===== config.mk =====
export PLATFORM = sky130hd
export DESIGN_NAME = rc_count_sampler
export DESIGN_NICKNAME = d
export VERILOG_FILES = /design/src/rtl/rc_sampler_pkg.sv /design/src/rtl/rc_sync_filter.sv /design/src/rtl/rc_count_sampler.sv
export SDC_FILE = /design/constraint.sdc
export NUM_CORES = 1
export LEC_CHECK = 0
export CAP_MARGIN = 20
export CELL_PAD_IN_SITES_DETAIL_PLACEMENT = 0
export CELL_PAD_IN_SITES_GLOBAL_PLACEMENT = 1
export CORE_MARGIN = 5
export CORE_UTILIZATION = 49
export DETAILED_ROUTE_END_ITERATION = 16
export MAX_ROUTING_LAYER = met4
export PLACE_DENSITY = 0.88
export SETUP_SLACK_MARGIN = 0.1
export SYNTH_ARGS = -nofsm -noshare
export SYNTH_HDL_FRONTEND = slang
export SYNTH_SLANG_ARGS = --single-unit

===== constraint.sdc =====
create_clock -name clk -period 6.7 [get_ports clk]
set_input_delay 1.34 -clock clk [delete_from_list [all_inputs] [get_ports clk]]
set_output_delay 1.34 -clock clk [all_outputs]
set_load 0.03 [all_outputs]

===== src/rtl/rc_sampler_pkg.sv =====
// Shared state encoding and default widths for the ripple-counter sampler.
package rc_sampler_pkg;

   localparam int unsigned CNT_W = 4;
   localparam int unsigned EXT_W = 16;
   localparam int unsigned WIN_W = 16;

   typedef enum logic [1:0] {
      IDLE    = 2'd0,
      ARM     = 2'd1,
      MEASURE = 2'd2,
      HOLD    = 2'd3
   } state_t;

endpackage


===== src/rtl/rc_sync_filter.sv =====
// Brings the asynchronous ripple count into the clk domain, drops transient
// codes and reports the per-cycle modular advance of the accepted value.
module rc_sync_filter #(
   parameter int unsigned CNT_W = rc_sampler_pkg::CNT_W
) (
   input  logic             clk,
   input  logic             reset,
   input  logic [CNT_W-1:0] rc_q,
   output logic [CNT_W-1:0] acc_q,
   output logic [CNT_W-1:0] delta
);

   logic [CNT_W-1:0] sync1;
   logic [CNT_W-1:0] sync2;
   logic [CNT_W-1:0] sync2_d;

   // Two-flop synchroniser, one-cycle history, and a filter that accepts a
   // code only once it has been seen on two consecutive synchronised samples.
   // delta is registered alongside acc_q so both describe the same cycle.
   always_ff @(posedge clk or negedge reset) begin
      if (!reset) begin
         sync1   <= '0;
         sync2   <= '0;
         sync2_d <= '0;
         acc_q   <= '0;
         delta   <= '0;
      end else begin
         sync1   <= rc_q;
         sync2   <= sync1;
         sync2_d <= sync2;
         if (sync2 == sync2_d) begin
            acc_q <= sync2;
            delta <= CNT_W'(sync2 - acc_q);
         end else begin
            delta <= '0;
         end
      end
   end

endmodule


===== src/rtl/rc_count_sampler.sv =====
// Gated event counter for a ripple-counted source: measures the number of
// counter advances over a programmable window and hands the result over
// through a valid/ready handshake.
module rc_count_sampler #(
   parameter int unsigned CNT_W = rc_sampler_pkg::CNT_W,
   parameter int unsigned EXT_W = rc_sampler_pkg::EXT_W,
   parameter int unsigned WIN_W = rc_sampler_pkg::WIN_W
) (
   input  logic             clk,
   input  logic             reset,
   input  logic [CNT_W-1:0] rc_q,
   input  logic             start,
   input  logic [WIN_W-1:0] win_len,
   output logic             busy,
   output logic [EXT_W-1:0] cnt_out,
   output logic             cnt_valid,
   input  logic             cnt_ready,
   output logic             overflow
);

   import rc_sampler_pkg::state_t;
   import rc_sampler_pkg::IDLE;
   import rc_sampler_pkg::ARM;
   import rc_sampler_pkg::MEASURE;
   import rc_sampler_pkg::HOLD;

   localparam int unsigned SUM_W = EXT_W + 1;

   state_t           state;
   state_t           state_nxt;
   logic [CNT_W-1:0] acc_q;
   logic [CNT_W-1:0] delta;
   logic [CNT_W-1:0] baseline;
   logic [WIN_W-1:0] win_lat;
   logic [WIN_W-1:0] win_cnt;
   logic [EXT_W-1:0] accum;
   logic [CNT_W-1:0] inc_c;
   logic [SUM_W-1:0] sum_c;
   logic             sat_c;
   logic [EXT_W-1:0] acc_sat_c;
   logic             last_c;

   rc_sync_filter #(
      .CNT_W (CNT_W)
   ) u_sync_filter (
      .clk   (clk),
      .reset (reset),
      .rc_q  (rc_q),
      .acc_q (acc_q),
      .delta (delta)
   );

   // Saturating accumulate: only movement of acc_q relative to the value
   // captured in the previous ARM/MEASURE cycle is counted.
   always_comb begin
      inc_c     = (acc_q != baseline) ? delta : '0;
      sum_c     = SUM_W'(accum) + SUM_W'(inc_c);
      sat_c     = sum_c[EXT_W];
      acc_sat_c = sat_c ? '1 : sum_c[EXT_W-1:0];
      last_c    = (win_cnt == WIN_W'(1));
   end

   // State register.
   always_ff @(posedge clk or negedge reset) begin
      if (!reset) begin
         state <= IDLE;
      end else begin
         state <= state_nxt;
      end
   end

   // Next-state logic; start is only honoured in IDLE.
   always_comb begin
      state_nxt = state;
      case (state)
         IDLE:    if (start) state_nxt = ARM;
         ARM:     state_nxt = (win_lat == '0) ? HOLD : MEASURE;
         MEASURE: if (last_c) state_nxt = HOLD;
         HOLD:    if (cnt_valid && cnt_ready) state_nxt = IDLE;
         default: state_nxt = IDLE;
      endcase
   end

   // Window datapath and registered status outputs.
   always_ff @(posedge clk or negedge reset) begin
      if (!reset) begin
         busy      <= 1'b0;
         cnt_valid <= 1'b0;
         overflow  <= 1'b0;
         cnt_out   <= '0;
         accum     <= '0;
         baseline  <= '0;
         win_lat   <= '0;
         win_cnt   <= '0;
      end else begin
         busy      <= (state_nxt != IDLE);
         cnt_valid <= (state_nxt == HOLD);
         case (state)
            IDLE: begin
               if (start) win_lat <= win_len;
            end
            ARM: begin
               baseline <= acc_q;
               accum    <= '0;
               win_cnt  <= win_lat;
               if (win_lat == '0) cnt_out <= '0;
            end
            MEASURE: begin
               baseline <= acc_q;
               accum    <= acc_sat_c;
               win_cnt  <= win_cnt - WIN_W'(1);
               if (sat_c)  overflow <= 1'b1;
               if (last_c) cnt_out  <= acc_sat_c;
            end
            HOLD: begin
               if (cnt_valid && cnt_ready) overflow <= 1'b0;
            end
            default: ;
         endcase
      end
   end

endmodule

==> out/results.ini, run 1 <==
[outcome]
status = completed

[synth]
synthesis.nets = 474
synth.avg_cell_area_sq_um = 10.6
async_flop_share = 1.00
syn_area_sq_um = 4600
synth.distinct_cells = 52
yosysWarnings = 0
synth-seq-area-share = 0.506
synth-edff-count = 0
synthCells = 434
ys_ff_latch = 93
synth_flop_cell = dfrtp_1

[sta]
tightest_slew_ns = 0.947
slew_violations = 0
fmax_mhz = 323
tns_ns = 0
fin_ws_ns = 3.60
hold_viol_final = 0
hold_ws_ns = 0.357
setup_violations = 0
finalCriticalPeriod_ns = 3.10
grt_setup_unrepaired = false
fin_skew_ns = 0.0103
finalCritPeriodShare = 0.462
relSlewSlack = 0.365

[cells_and_area]
drive_gt1_frac = 0.130
fin_util = 0.575
final_area_sq_um = 5290
nets = 512
n_antenna_cell = 0
fin_cells = 588
area_growth_syn_to_layout_pct = 15.0

[worst_hold_path]
hold_path.class = reg2reg
min_from = u_sync_filter.sync1[3]$_DFF_PN0_

[clock_network]
post_cts_buffers = 0
path_clk_slew_ns = 0.10
cts_tree = built
hold_buffers = 0
cts_resized = 0
clock_sinks = 93
clk_latency_ns = 0.36
root_buffer = clkbuf_8
cts.path.max_buffers = 2
h-tree-depth = 3
cts_buffers = 9

[setup_path]
r2r_setup_slack_ns = 3.60
worstPathArrival_ns = 3.35
critical_path.startpoint_type = register
reg2reg_from = u_sync_filter.acc_q[1]$_DFFE_PN0P_
path_cells = xnor2_1, nand4_1, and2_1, ha_1, fa_1, a211oi_1, nor2_1, nand2_1, a21oi_1, mux2_2
critical_path_class = reg2reg
crit_start = u_sync_filter.acc_q[1]$_DFFE_PN0P_
slowest_stage = dfrtp_1
endpoint = accum[2]$_DFFE_PN0P_
crit_path_max_incr_delay_ns = 0.46
rr_worst_depth = 10
r2r-end = accum[2]$_DFFE_PN0P_
cp-end-kind = register
cp_max_fo = 9
crit_required_ns = 6.96

[floorplan]
die_w_um = 107
std_cell_rows = 35
start_util = 0.500
die-area_sq_um = 11400
die_h_um = 107
io_pins = 43
fp.coreArea_sq_um = 9200

[power_and_ir_drop]
finalPower_mw = 1.98
p_leak_nw = 2.29
vdd.ir_drop.worst_mv = 0.347
power-per-cell-area_nw_per_um2 = 374

[placed_design]
dpl_cell_area_sq_um = 5100
dp_hpwl_mm = 6.67
routabilityCongestion = 0.850
place_ws_ns = 3.67
portBuffers = 42
placed_cells = 572

[grt]
grt_pass1_wl_mm = 16.4
grt_antenna_before_repair = 0
grt_max_degree = 61
grt_util_all_layers = 0.183
grt_pass1_vias = 3355
gr-total-overflow = 0

[routing]
drc_errors = 0
num_vias = 3351
wl_per_cell_um = 16.4
via_per_inst = 5.70
drt_first_pass_iters = 5
drt_wl_total_mm = 9.65
drt_iter0_drc = 146
postRouteAntennaNets = 0

[flow_run]
maxCapViolCount = 0

-- final cells by class --
class | instances | area, sq um
Clock buffer | 9 | 124
Clock inverter | 7 | 63.8
Fill cell | 850 | 3910
Inverter | 20 | 75.1
Multi-Input combinational cell | 303 | 2120
Sequential cell | 93 | 2330
Tap cell | 111 | 139
Timing Repair Buffer | 45 | 440
-- logic make-up after synthesis --
logic type                 Yosys count  share of synthesized area
and+or+nand+nor                    119                      0.132
adders and majority gates           16                     0.0468
DFF                                 93                      0.506
buffers and inverters               38                     0.0332
xor gates and xnor gates            15                     0.0286
AOI/OAI and AO/OA                  116                      0.162
muxes                               37                     0.0907
-- cell usage in the layout (no fill, tap or decap), types with 9 or more instances in the layout --
master	netlist	routed
dfrtp_1	93	93
clkdlybuf4s50_1	0	41
nand2_1	33	33
a21oi_1	33	33
mux2_2	33	33
o21ai_0	26	26
inv_1	20	20
nor2_1	20	20
nand3_1	19	19
ha_1	14	14
xnor2_1	13	13
a22o_1	13	13
o22ai_1	10	10
clkbuf_8	0	9
-- power breakdown --
part,total (mW),switching [mW],internal (mW)
Clock,0.367,0.224,0.144
Sequential,0.854,0.146,0.708
Combinational,0.757,0.432,0.325
Total,1.98,0.801,1.18
-- synth_stat cells (3+ instances only) --
cell type  number  area [sq um]
mux2i_1         3          30.0
o22ai_1        10          62.6
dfrtp_1        93          2330
and3_1          4          25.0
nor4_1          7          43.8
a21o_1          5          37.5
nand2_1        33           124
a2bb2oi_1       3          26.3
and2_1          5          31.3
o21ai_0        26           130
o21a_1          4          30.0
nand3_1        19          95.1
xnor2_1        13           114
inv_1          20          75.1
nor2_1         20          75.1
ha_1           14           175
or3_1           5          31.3
a22o_1         13           114
a21oi_1        33           165
a211oi_1        3          22.5
nand4_1         7          43.8
a31oi_1         4          25.0
mux2_2         33           372
clkbuf_1       13          48.8
nor3_1          7          35.0
-- sequential cells by signal, summed over array words and instances, names as in the netlist, 16 cells and up --
signal / flops
accum: 16
win_cnt: 16
cnt_out: 16
win_lat: 16
-- worst min path at each step --
stage / end / slack [ns] / cells past startpoint
2_1_floorplan: u_sync_filter.sync2[0]$_DFF_PN0_ / 0.33 / 0
3_3_place_gp: u_sync_filter.sync2[2]$_DFF_PN0_ / 0.33 / 0
3_5_place_dp: u_sync_filter.sync2[3]$_DFF_PN0_ / 0.33 / 0
4_1_cts: u_sync_filter.sync2[3]$_DFF_PN0_ / 0.36 / 0
5_1_grt: u_sync_filter.sync2[3]$_DFF_PN0_ / 0.36 / 0
6_report: u_sync_filter.sync2[3]$_DFF_PN0_ / 0.36 / 0
-- metal layers --
metal,vias to the layer above,GRT usage,wire length (um)
li1,1654,-,-
met1,1624,0.249,4650
met2,67,0.290,4550
met3,6,0.0337,376
met4,0,0.0384,72
met5,-,-,0
-- worst max-delay path, delay by kind of cell (launching register included) --
family | cells | cell delay [ns]
simple gates | 4 | 0.88
fa+ha+maj | 2 | 0.65
compound gates | 2 | 0.56
flops | 1 | 0.46
mux | 1 | 0.28
xor+xnor | 1 | 0.17
Note: power is estimated with default switching activity, not from simulation.
==> inputs of run 2 (changes only) <==
--- a/config.mk
+++ b/config.mk
@@ -9,10 +9,10 @@
 export CELL_PAD_IN_SITES_DETAIL_PLACEMENT = 0
 export CELL_PAD_IN_SITES_GLOBAL_PLACEMENT = 1
 export CORE_MARGIN = 5
-export CORE_UTILIZATION = 49
+export CORE_UTILIZATION = 41
 export DETAILED_ROUTE_END_ITERATION = 16
 export MAX_ROUTING_LAYER = met4
-export PLACE_DENSITY = 0.88
+export PLACE_DENSITY = 0.79
 export SETUP_SLACK_MARGIN = 0.1
 export SYNTH_ARGS = -nofsm -noshare
 export SYNTH_HDL_FRONTEND = slang
==> constraint.sdc (replaced) <==
create_clock -name clk -period 2.7 [get_ports clk]
set_input_delay 0.54 -clock clk [delete_from_list [all_inputs] [get_ports clk]]
set_output_delay 0.54 -clock clk [all_outputs]
set_load 0.03 [all_outputs]
==> run 2 against run 1 <==
Worst setup slack lost 3.5 ns. Combinational power grew to 2.7 times the previous value. Register-to-register slack lost 3.5 ns. First-iteration DRC count grew 25%. Maximum frequency grew 21%. Largest cell class unchanged. Routed wire length grew 5.5%. Global-route usage shrank 1.3 points. Die area grew 18%. Clock power grew to 3.9 times the previous value. Largest power group unchanged. Sequential power grew 150%.
==> out/results.ini, run 2 (synthesis gave the netlist of run 1 again) <==
[outcome]
status = completed

[setup_path]
r2r-end = cnt_out[12]$_DFFE_PN0P_
critical_path.startpoint_type = register
cp_max_fo = 7
cp-end-kind = register
r2r_setup_slack_ns = 0.15
reg2reg_from = u_sync_filter.acc_q[3]$_DFFE_PN0P_
critical_path_class = reg2reg
worstPathArrival_ns = 2.83
crit_start = u_sync_filter.acc_q[3]$_DFFE_PN0P_
rr_worst_depth = 11
crit_required_ns = 2.98

[placed_design]
routabilityCongestion = 0.825
placed_cells = 619
dp_hpwl_mm = 7.22
place_ws_ns = -0.178
portBuffers = 42

[cells_and_area]
layout_common_cells = dfrtp_1 (93), clkdlybuf4s50_1 (41), a21oi_1 (33)
nets = 532
drive_gt1_frac = 0.197
layout_commonest_cell = dfrtp_1
area_growth_syn_to_layout_pct = 25.4
n_antenna_cell = 0
fin_cells = 637

[routing]
drt_first_pass_iters = 4
via_per_inst = 5.48
postRouteAntennaNets = 0
drt_wl_total_mm = 10.2
drt_iter0_drc = 182
drc_errors = 0
wl_per_cell_um = 16.0
num_vias = 3493

[sta]
hold_ws_ns = 0.172
grt_setup_unrepaired = true
fmax_mhz = 392
slew_violations = 0
fin_ws_ns = 0.150
finalCriticalPeriod_ns = 2.55
tns_ns = 0
tightest_slew_ns = 0.874
fin_skew_ns = 0.00473
finalCritPeriodShare = 0.944
setup_violations = 0
relSlewSlack = 0.414
hold_viol_final = 0

[clock_network]
path_clk_slew_ns = 0.06
root_buffer = clkbuf_16
cts_buffers = 9
hold_buffers = 0
cts.path.max_buffers = 2
cts_tree = built
clock_sinks = 93
h-tree-depth = 3
clk_latency_ns = 0.34

[grt]
grt_pass1_wl_mm = 17.5
grt_max_degree = 53
grt_antenna_before_repair = 0
grt_pass1_vias = 3534
grt_util_all_layers = 0.170
gr-total-overflow = 0

[power_and_ir_drop]
finalPower_mw = 5.57
p_leak_nw = 2.50
vdd.ir_drop.worst_mv = 0.487
power-per-cell-area_nw_per_um2 = 966

[floorplan]
fp.coreArea_sq_um = 10900
std_cell_rows = 38
die_w_um = 116
start_util = 0.420
die_h_um = 116
io_pins = 43
die-area_sq_um = 13400

[worst_hold_path]
hold_path.class = in2async

[flow_run]
maxCapViolCount = 0

[run 2: report_power, final]
| part | switching [mW] | internal, mW | total (mW) |
|---|---|---|---|
| logic | 1.11 | 0.914 | 2.02 |
| registers | 0.350 | 1.76 | 2.11 |
| clock network | 0.531 | 0.905 | 1.44 |
[run 2: timing repair]
item                                    4_1_cts  5_1_grt
pin swaps                                     2       14
buffers inserted                              1        1
endpoints found under the setup margin       31       31
resized for setup                            15       16
[run 2: metal layers]
metal / track usage / part of all wire / wire length [um] / up-vias
met5: - / 0 / 0 / -
li1: - / - / - / 1701
met3: 0.0230 / 0.036 / 369 / 11
met2: 0.267 / 0.48 / 4930 / 72
met1: 0.222 / 0.46 / 4720 / 1709
met4: 0.0688 / 0.016 / 160 / 0
[run 2: critical path, stage by stage, from the launching register on]
cell and delay (ns):
dfrtp_1 0.41, xnor2_2 0.16, nand4_1 0.14, and2_1 0.17, ha_2 0.18, fa_2 0.40
a211oi_4 0.33, nor2_4 0.11, buf_6 0.13, a41o_1 0.21, nor2_1 0.11, mux2_2 0.15
[run 2: cell type report]
| type | instances | area (sq um) |
|---|---|---|
| Clock inverter | 6 | 111 |
| Tap cell | 140 | 175 |
| Inverter | 20 | 75.1 |
| Sequential cell | 93 | 2330 |
| Multi-Input combinational cell | 303 | 2230 |
| Clock buffer | 10 | 229 |
| Fill cell | 1003 | 5170 |
| Timing Repair Buffer | 65 | 611 |
[run 2: worst max path at each step]
stage | endpoint | cells past startpoint | slack, ns
finish | cnt_out[12]$_DFFE_PN0P_ | 11 | 0.15
global route | accum[7]$_DFFE_PN0P_ | 11 | -0.05
CTS | cnt_out[15]$_DFFE_PN0P_ | 10 | 0.11
detailed placement | accum[2]$_DFFE_PN0P_ | 10 | -0.18
global placement | accum[2]$_DFFE_PN0P_ | 10 | 0.004
floorplan | accum[2]$_DFFE_PN0P_ | 10 | 0.13
[run 2: stage by stage]
| step | utilization | instance area [sq um] |
|---|---|---|
| floorplan | - | 4600 |
| global route | 0.527 | 5760 |
| global placement | 0.483 | 5280 |
| finish | 0.527 | 5760 |
| detailed placement | 0.483 | 5280 |
| CTS | 0.522 | 5700 |
